===== src/rtl/branch_pkg.sv =====
// Shared types and constants for the branch controller: FSM states, condition
// selects, flag bundle and the absolute-target lookup table contents.
package branch_pkg;

  localparam int D         = 12;
  localparam int LUT_AW    = 5;
  localparam int LUT_DEPTH = 1 << LUT_AW;
  localparam int CNT_W     = 16;

  typedef enum logic [1:0] {
    IDLE   = 2'd0,
    RUN    = 2'd1,
    HALTED = 2'd2
  } state_t;

  localparam logic [1:0] COND_ALWAYS = 2'b00;
  localparam logic [1:0] COND_Z      = 2'b01;
  localparam logic [1:0] COND_C      = 2'b10;
  localparam logic [1:0] COND_N      = 2'b11;

  typedef struct packed {
    logic z;
    logic c;
    logic n;
  } flags_t;

  // Jump targets; entry 5 is the program's main loop entry.
  localparam logic [D-1:0] LUT_ROM [LUT_DEPTH] = '{
    12'h000, 12'h010, 12'h020, 12'h030, 12'h040, 12'h02A, 12'h060, 12'h070,
    12'h080, 12'h090, 12'h0A0, 12'h0B0, 12'h0C0, 12'h0D0, 12'h0E0, 12'h0F0,
    12'h100, 12'h110, 12'h120, 12'h130, 12'h140, 12'h150, 12'h160, 12'h170,
    12'h180, 12'h190, 12'h1A0, 12'h1B0, 12'h1C0, 12'h1D0, 12'h1E0, 12'h1F0
  };

endpackage


===== src/rtl/branch_ctrl_if.sv =====
// Decoder/ALU-facing bundle of the branch controller: decoded control fields
// in, fetch-unit branch command plus Done/TakenCnt out.
interface branch_ctrl_if;
  import branch_pkg::*;

  logic              Init;
  logic              IsBranch;
  logic              IsJump;
  logic              IsHalt;
  logic [1:0]        CondSel;
  logic              CondInv;
  logic [2:0]        CondOff;
  logic [LUT_AW-1:0] LutIdx;
  logic              FlagWe;
  logic              ZeroIn;
  logic              CarryIn;
  logic              NegIn;

  // Command contract: the fetch command is combinational and valid in the
  // same cycle the instruction is presented; the fetch unit samples it at the
  // next rising edge. There is no ready back-pressure. Done is a level.
  logic              Branch;
  logic              PCSrc;
  logic              RItype;
  logic [2:0]        CondTarget;
  logic [D-1:0]      Target;
  logic              Halt;
  logic              Done;
  logic [CNT_W-1:0]  TakenCnt;
  state_t            state_dbg;

  modport master (
    output Init, IsBranch, IsJump, IsHalt, CondSel, CondInv, CondOff, LutIdx,
           FlagWe, ZeroIn, CarryIn, NegIn,
    input  Branch, PCSrc, RItype, CondTarget, Target, Halt, Done, TakenCnt,
           state_dbg
  );

  modport slave (
    input  Init, IsBranch, IsJump, IsHalt, CondSel, CondInv, CondOff, LutIdx,
           FlagWe, ZeroIn, CarryIn, NegIn,
    output Branch, PCSrc, RItype, CondTarget, Target, Halt, Done, TakenCnt,
           state_dbg
  );

endinterface


===== src/rtl/branch_lut.sv =====
// Combinational ROM of absolute jump targets indexed by the decoded LUT index.
module branch_lut
  import branch_pkg::*;
(
  input  logic [LUT_AW-1:0] idx,
  output logic [D-1:0]      target
);

  assign target = LUT_ROM[idx];

endmodule


===== src/rtl/branch_ctrl.sv =====
// Control-flow resolver: run/halt FSM, registered ALU flags, condition mux and
// saturating taken-branch counter feeding the fetch unit's command inputs.
module branch_ctrl
  import branch_pkg::*;
(
  input logic          CLK,
  input logic          reset,
  branch_ctrl_if.slave bus
);

  state_t           state_q, state_d;
  flags_t           flags_q, flags_d;
  logic             done_q, done_d;
  logic [CNT_W-1:0] cnt_q, cnt_d;

  logic branch, pcsrc, ritype, halt;
  logic flag_sel, cond;

  branch_lut u_lut (
    .idx    (bus.LutIdx),
    .target (bus.Target)
  );

  always_comb begin
    flag_sel = 1'b1;
    case (bus.CondSel)
      COND_Z:  flag_sel = flags_q.z;
      COND_C:  flag_sel = flags_q.c;
      COND_N:  flag_sel = flags_q.n;
      default: flag_sel = 1'b1;
    endcase
    cond = flag_sel ^ bus.CondInv;
  end

  always_comb begin
    state_d = state_q;
    flags_d = flags_q;
    done_d  = done_q;
    cnt_d   = cnt_q;
    branch  = 1'b0;
    pcsrc   = 1'b0;
    ritype  = 1'b0;
    halt    = 1'b1;

    case (state_q)
      RUN: begin
        halt = 1'b0;
        if (bus.IsHalt) begin
          halt    = 1'b1;
          state_d = HALTED;
          done_d  = 1'b1;
        end else if (bus.IsJump) begin
          branch = 1'b1;
          pcsrc  = cond;
        end else if (bus.IsBranch) begin
          branch = 1'b1;
          ritype = 1'b1;
          pcsrc  = cond;
        end
        if (bus.FlagWe)
          flags_d = '{z: bus.ZeroIn, c: bus.CarryIn, n: bus.NegIn};
        if (branch && pcsrc && (cnt_q != {CNT_W{1'b1}}))
          cnt_d = cnt_q + 1'b1;
      end
      default: ;
    endcase

    // Init restarts from any state and wins over whatever RUN decided above.
    if (bus.Init) begin
      state_d = RUN;
      flags_d = '0;
      done_d  = 1'b0;
      cnt_d   = '0;
    end
  end

  always_ff @(posedge CLK or posedge reset) begin
    if (reset) begin
      state_q <= IDLE;
      flags_q <= '0;
      done_q  <= 1'b0;
      cnt_q   <= '0;
    end else begin
      state_q <= state_d;
      flags_q <= flags_d;
      done_q  <= done_d;
      cnt_q   <= cnt_d;
    end
  end

  assign bus.Branch     = branch;
  assign bus.PCSrc      = pcsrc;
  assign bus.RItype     = ritype;
  assign bus.Halt       = halt;
  assign bus.CondTarget = bus.CondOff;
  assign bus.Done       = done_q;
  assign bus.TakenCnt   = cnt_q;
  assign bus.state_dbg  = state_q;

endmodule


===== src/flat_wrapper.sv =====
// flat-port wrapper written by rule: the top's interface ports become plain ports
module branch_ctrl_flat import branch_pkg::*;
  (CLK, reset, bus_Init, bus_IsBranch, bus_IsJump, bus_IsHalt, bus_CondSel, bus_CondInv, bus_CondOff, bus_LutIdx, bus_FlagWe, bus_ZeroIn, bus_CarryIn, bus_NegIn, bus_Branch, bus_PCSrc, bus_RItype, bus_CondTarget, bus_Target, bus_Halt, bus_Done, bus_TakenCnt, bus_state_dbg);
  branch_ctrl_if bus_i ();
  input logic CLK;
  input logic reset;
  input wire logic [$bits(bus_i.Init)-1:0] bus_Init;
  input wire logic [$bits(bus_i.IsBranch)-1:0] bus_IsBranch;
  input wire logic [$bits(bus_i.IsJump)-1:0] bus_IsJump;
  input wire logic [$bits(bus_i.IsHalt)-1:0] bus_IsHalt;
  input wire logic [$bits(bus_i.CondSel)-1:0] bus_CondSel;
  input wire logic [$bits(bus_i.CondInv)-1:0] bus_CondInv;
  input wire logic [$bits(bus_i.CondOff)-1:0] bus_CondOff;
  input wire logic [$bits(bus_i.LutIdx)-1:0] bus_LutIdx;
  input wire logic [$bits(bus_i.FlagWe)-1:0] bus_FlagWe;
  input wire logic [$bits(bus_i.ZeroIn)-1:0] bus_ZeroIn;
  input wire logic [$bits(bus_i.CarryIn)-1:0] bus_CarryIn;
  input wire logic [$bits(bus_i.NegIn)-1:0] bus_NegIn;
  output wire logic [$bits(bus_i.Branch)-1:0] bus_Branch;
  output wire logic [$bits(bus_i.PCSrc)-1:0] bus_PCSrc;
  output wire logic [$bits(bus_i.RItype)-1:0] bus_RItype;
  output wire logic [$bits(bus_i.CondTarget)-1:0] bus_CondTarget;
  output wire logic [$bits(bus_i.Target)-1:0] bus_Target;
  output wire logic [$bits(bus_i.Halt)-1:0] bus_Halt;
  output wire logic [$bits(bus_i.Done)-1:0] bus_Done;
  output wire logic [$bits(bus_i.TakenCnt)-1:0] bus_TakenCnt;
  output wire logic [$bits(bus_i.state_dbg)-1:0] bus_state_dbg;
  assign bus_i.Init = bus_Init;
  assign bus_i.IsBranch = bus_IsBranch;
  assign bus_i.IsJump = bus_IsJump;
  assign bus_i.IsHalt = bus_IsHalt;
  assign bus_i.CondSel = bus_CondSel;
  assign bus_i.CondInv = bus_CondInv;
  assign bus_i.CondOff = bus_CondOff;
  assign bus_i.LutIdx = bus_LutIdx;
  assign bus_i.FlagWe = bus_FlagWe;
  assign bus_i.ZeroIn = bus_ZeroIn;
  assign bus_i.CarryIn = bus_CarryIn;
  assign bus_i.NegIn = bus_NegIn;
  assign bus_Branch = bus_i.Branch;
  assign bus_PCSrc = bus_i.PCSrc;
  assign bus_RItype = bus_i.RItype;
  assign bus_CondTarget = bus_i.CondTarget;
  assign bus_Target = bus_i.Target;
  assign bus_Halt = bus_i.Halt;
  assign bus_Done = bus_i.Done;
  assign bus_TakenCnt = bus_i.TakenCnt;
  assign bus_state_dbg = bus_i.state_dbg;
  branch_ctrl u_core (.CLK(CLK), .reset(reset), .bus(bus_i));
endmodule

===== config.mk =====
export PLATFORM = sky130hd
export DESIGN_NAME = branch_ctrl_flat
export DESIGN_NICKNAME = d
export VERILOG_FILES = /design/src/rtl/branch_pkg.sv /design/src/rtl/branch_ctrl_if.sv /design/src/rtl/branch_lut.sv /design/src/rtl/branch_ctrl.sv /design/src/flat_wrapper.sv
export SDC_FILE = /design/constraint.sdc
export NUM_CORES = 1
export LEC_CHECK = 0
export CORE_MARGIN = 2
export CORE_UTILIZATION = 45
export DETAILED_ROUTE_END_ITERATION = 8
export PLACE_DENSITY = 0.87
export SYNTH_ARGS = -nofsm -noshare
export SYNTH_HDL_FRONTEND = slang
export SYNTH_SLANG_ARGS = --single-unit
export TNS_END_PERCENT = 100

===== constraint.sdc =====
create_clock -name CLK -period 3.2 [get_ports CLK]
set_input_delay 0.48 -clock CLK [delete_from_list [all_inputs] [get_ports CLK]]
set_output_delay 0.48 -clock CLK [all_outputs]
set_load 0.005 [all_outputs]

==> flow_metrics.tcl <==
set metrics [dict create \
    status "finished, final reports clean" \
    clock-sinks 21 \
    final.setup.worst_slack_ps 406.7 \
    crit_required_ps 2720 \
    viasPerCell 5.922 \
    finalCritPeriodShare 0.8729 \
    final-setup-viol-count 0 \
    avgRoutedWirePerCell_um 15.29 \
    row_count 19 \
    power_density_nw_per_um2 281.5 \
    worst_pin_slew_ps 803.6 \
    initial_core_util 0.4821 \
    p_sw_uw 133.9 \
    crit-reg2reg-launch "u_core.bus.TakenCnt[6]" \
    clockRootBuffer "clkbuf_4" \
    place_ws_ps 407.4 \
    cts.reportedPaths.clkPinSlew_ps 120 \
    io_pins 59 \
    swShare 0.2639 \
    grt_usage 0.2053 \
    die_area_um2 3487 \
    syn_area_um2 1364 \
    avgSynthCellArea_um2 9.092 \
    cts_resized 0 \
    drtAntennaViolNets 0 \
    layout_min_cycle_time_ps 2793 \
    end_kind "output port" \
    drtPass1Iterations 4 \
    nets 211 \
    slew_headroom 0.4637 \
    cp.arrival_ps 2310 \
    max-clock-path-buffers 2 \
    clkPwrFrac 0.263 \
    first_global_vias 1264 \
    drv_slew 0 \
    io_buffers 47 \
    hold_class "flip-flop to flip-flop" \
    nFillCells 245 \
    ys_warn_count 0 \
    die_h_um 59.05 \
    most-common-layout-cells "clkdlybuf4s50_1, dfrtp_1, nor2_1, a21oi_1, or4_1" \
    synth-edff-count 0 \
    ys_seq_elements 21 \
    reg2reg_depth 5 \
    cts_tree "yes" \
    async_flop_share 1.000 \
    path_class "primary input to output port" \
    grt_max_degree 22 \
    finalPower_uw 507.5 \
    overflow 0 \
    drt_iter0_markers 48 \
    drive_above_1_share 0.05851 \
    place_congestion 0.8163 \
    ctsHoldBuffers 0 \
    fin_tns_setup_ps 0 \
    vdd_drop_max_uv 241.7 \
    cts_setup_buffers 0 \
    hold_viol_final 0 \
    cp-start-kind "primary input" \
    post-route-util 0.6373 \
    synth_ff_type "dfrtp_1" \
    cts_max_level 1 \
    antenna_found_initial 0 \
    multi_input_area_um2 711.9 \
    worstHoldPathCells 2 \
    p_int_uw 373.6 \
    die_w_um 59.05 \
    numCtsBuffers 3 \
    n_antenna_cell 0 \
    clk_latency_ps 310 \
    seqPwrFrac 0.543 \
    dp_hpwl_mm 2.454 \
    skew_ps 4.769 \
    grt_pass1_wl_mm 5.533 \
    p_leak_nw 0.7156 \
    rsz0062_at_grt "false" \
    synth_seq_area_share 0.3853 \
    drc_errors 0 \
    share_comb_of_total_power 0.194 \
    yosysUniqueCellTypes 44 \
    routed_wl_mm 3.348 \
    vias 1297 \
    rrSetupSlack_ps 1020 \
    timing.fmax_mhz 358.0 \
    coreArea_um2 2829 \
    layout_commonest_cell "clkdlybuf4s50_1" \
    syn_inst 150 \
    area_delta_synth_final_pct 32.20 \
    crit_start "bus_CondSel[1]" \
    max_cap_violations 0 \
    hold_start "u_core.flags_q[1]" \
    cp_max_fo 3 \
    regArea_um2 525.5 \
]
## worst max-delay path: stages
cell	delay (ps)
clkdlybuf4s50_1	550
mux2i_1	350
a32o_1	220
o21ai_2	90
inv_1	100
clkdlybuf4s50_1	510
## worst paths after layout
path                                           end
max                                      bus_PCSrc
min                              u_core.flags_q[1]
max reg2reg                u_core.bus.TakenCnt[13]
min reg2reg                      u_core.flags_q[1]
max in group asynchronous  u_core.bus.TakenCnt[10]
min in group asynchronous  u_core.bus.state_dbg[0]
## area by class of cell
cell class / count / share of cell area
well taps: 31 / 0.02151
clock buffers: 4 / 0.01457
flip-flops and latches: 21 / 0.2915
repair buffers: 49 / 0.2693
inverters: 4 / 0.008328
multi-input cells: 110 / 0.3949
## Yosys cell counts, types with 3 or more instances
cell       n  area share
dfrtp_1   21        0.39
buf_4     12       0.066
nand2_1    9       0.025
nor2b_1    4       0.018
mux2i_1    4       0.029
nand3_1    4       0.015
o21ai_0    4       0.015
a21oi_1   11       0.040
nand3b_1   3       0.017
or4_1     10       0.055
o31ai_1    7       0.039
nor3_1     3       0.011
nor2_1    13       0.036
nand4_1    4       0.018
and4_1     3       0.019
inv_1      4       0.011
## logic make-up after synthesis
| family | share of synthesized area |
|---|---|
| buffers and inverters | 0.1037 |
| adders and majority gates | 0.009173 |
| DFF | 0.3853 |
| xor gates and xnor gates | 0.006423 |
| other | 0.002750 |
| muxes | 0.04587 |
| and+or+nand+nor | 0.2917 |
| AOI/OAI and AO/OA | 0.1551 |
## state kept, by name, summed over array words and instances, names as in the netlist
| name | count |
|---|---|
| u_core.bus.TakenCnt | 16 |
| u_core.flags_q | 3 |
| u_core.bus.state_dbg | 2 |
## routing by layer
| metal | wire, µm | track usage | vias up |
|---|---|---|---|
| met5 | 0 | 0 | - |
| met3 | 182 | 0.03930 | 6 |
| met4 | 38 | 0.06494 | 0 |
| met2 | 1695 | 0.3540 | 49 |
| li1 | - | - | 618 |
| met1 | 1431 | 0.2591 | 624 |
## stage by stage
step | cell area, µm² | hold slack [ps] | cells
3_5_place_dp | 1777 | 515.0 | 215
2_1_floorplan | 1379 | 456.5 | 154
3_3_place_gp | 1777 | 510.8 | 215
6_report | 1803 | 539.5 | 219
4_1_cts | 1803 | 543.9 | 219
5_1_grt | 1803 | 572.0 | 219
## power by group through the flow
stage,logic (mW),clock network [mW],registers (mW)
4_1_cts,0.0991,0.133,0.276
6_report,0.0986,0.133,0.275
2_1_floorplan,0.0534,0,0.280
5_1_grt,0.108,0.146,0.276
3_5_place_dp,0.0985,0,0.281
3_3_place_gp,0.0948,0,0.280
No activity file was read; power rests on OpenSTA's default activity.
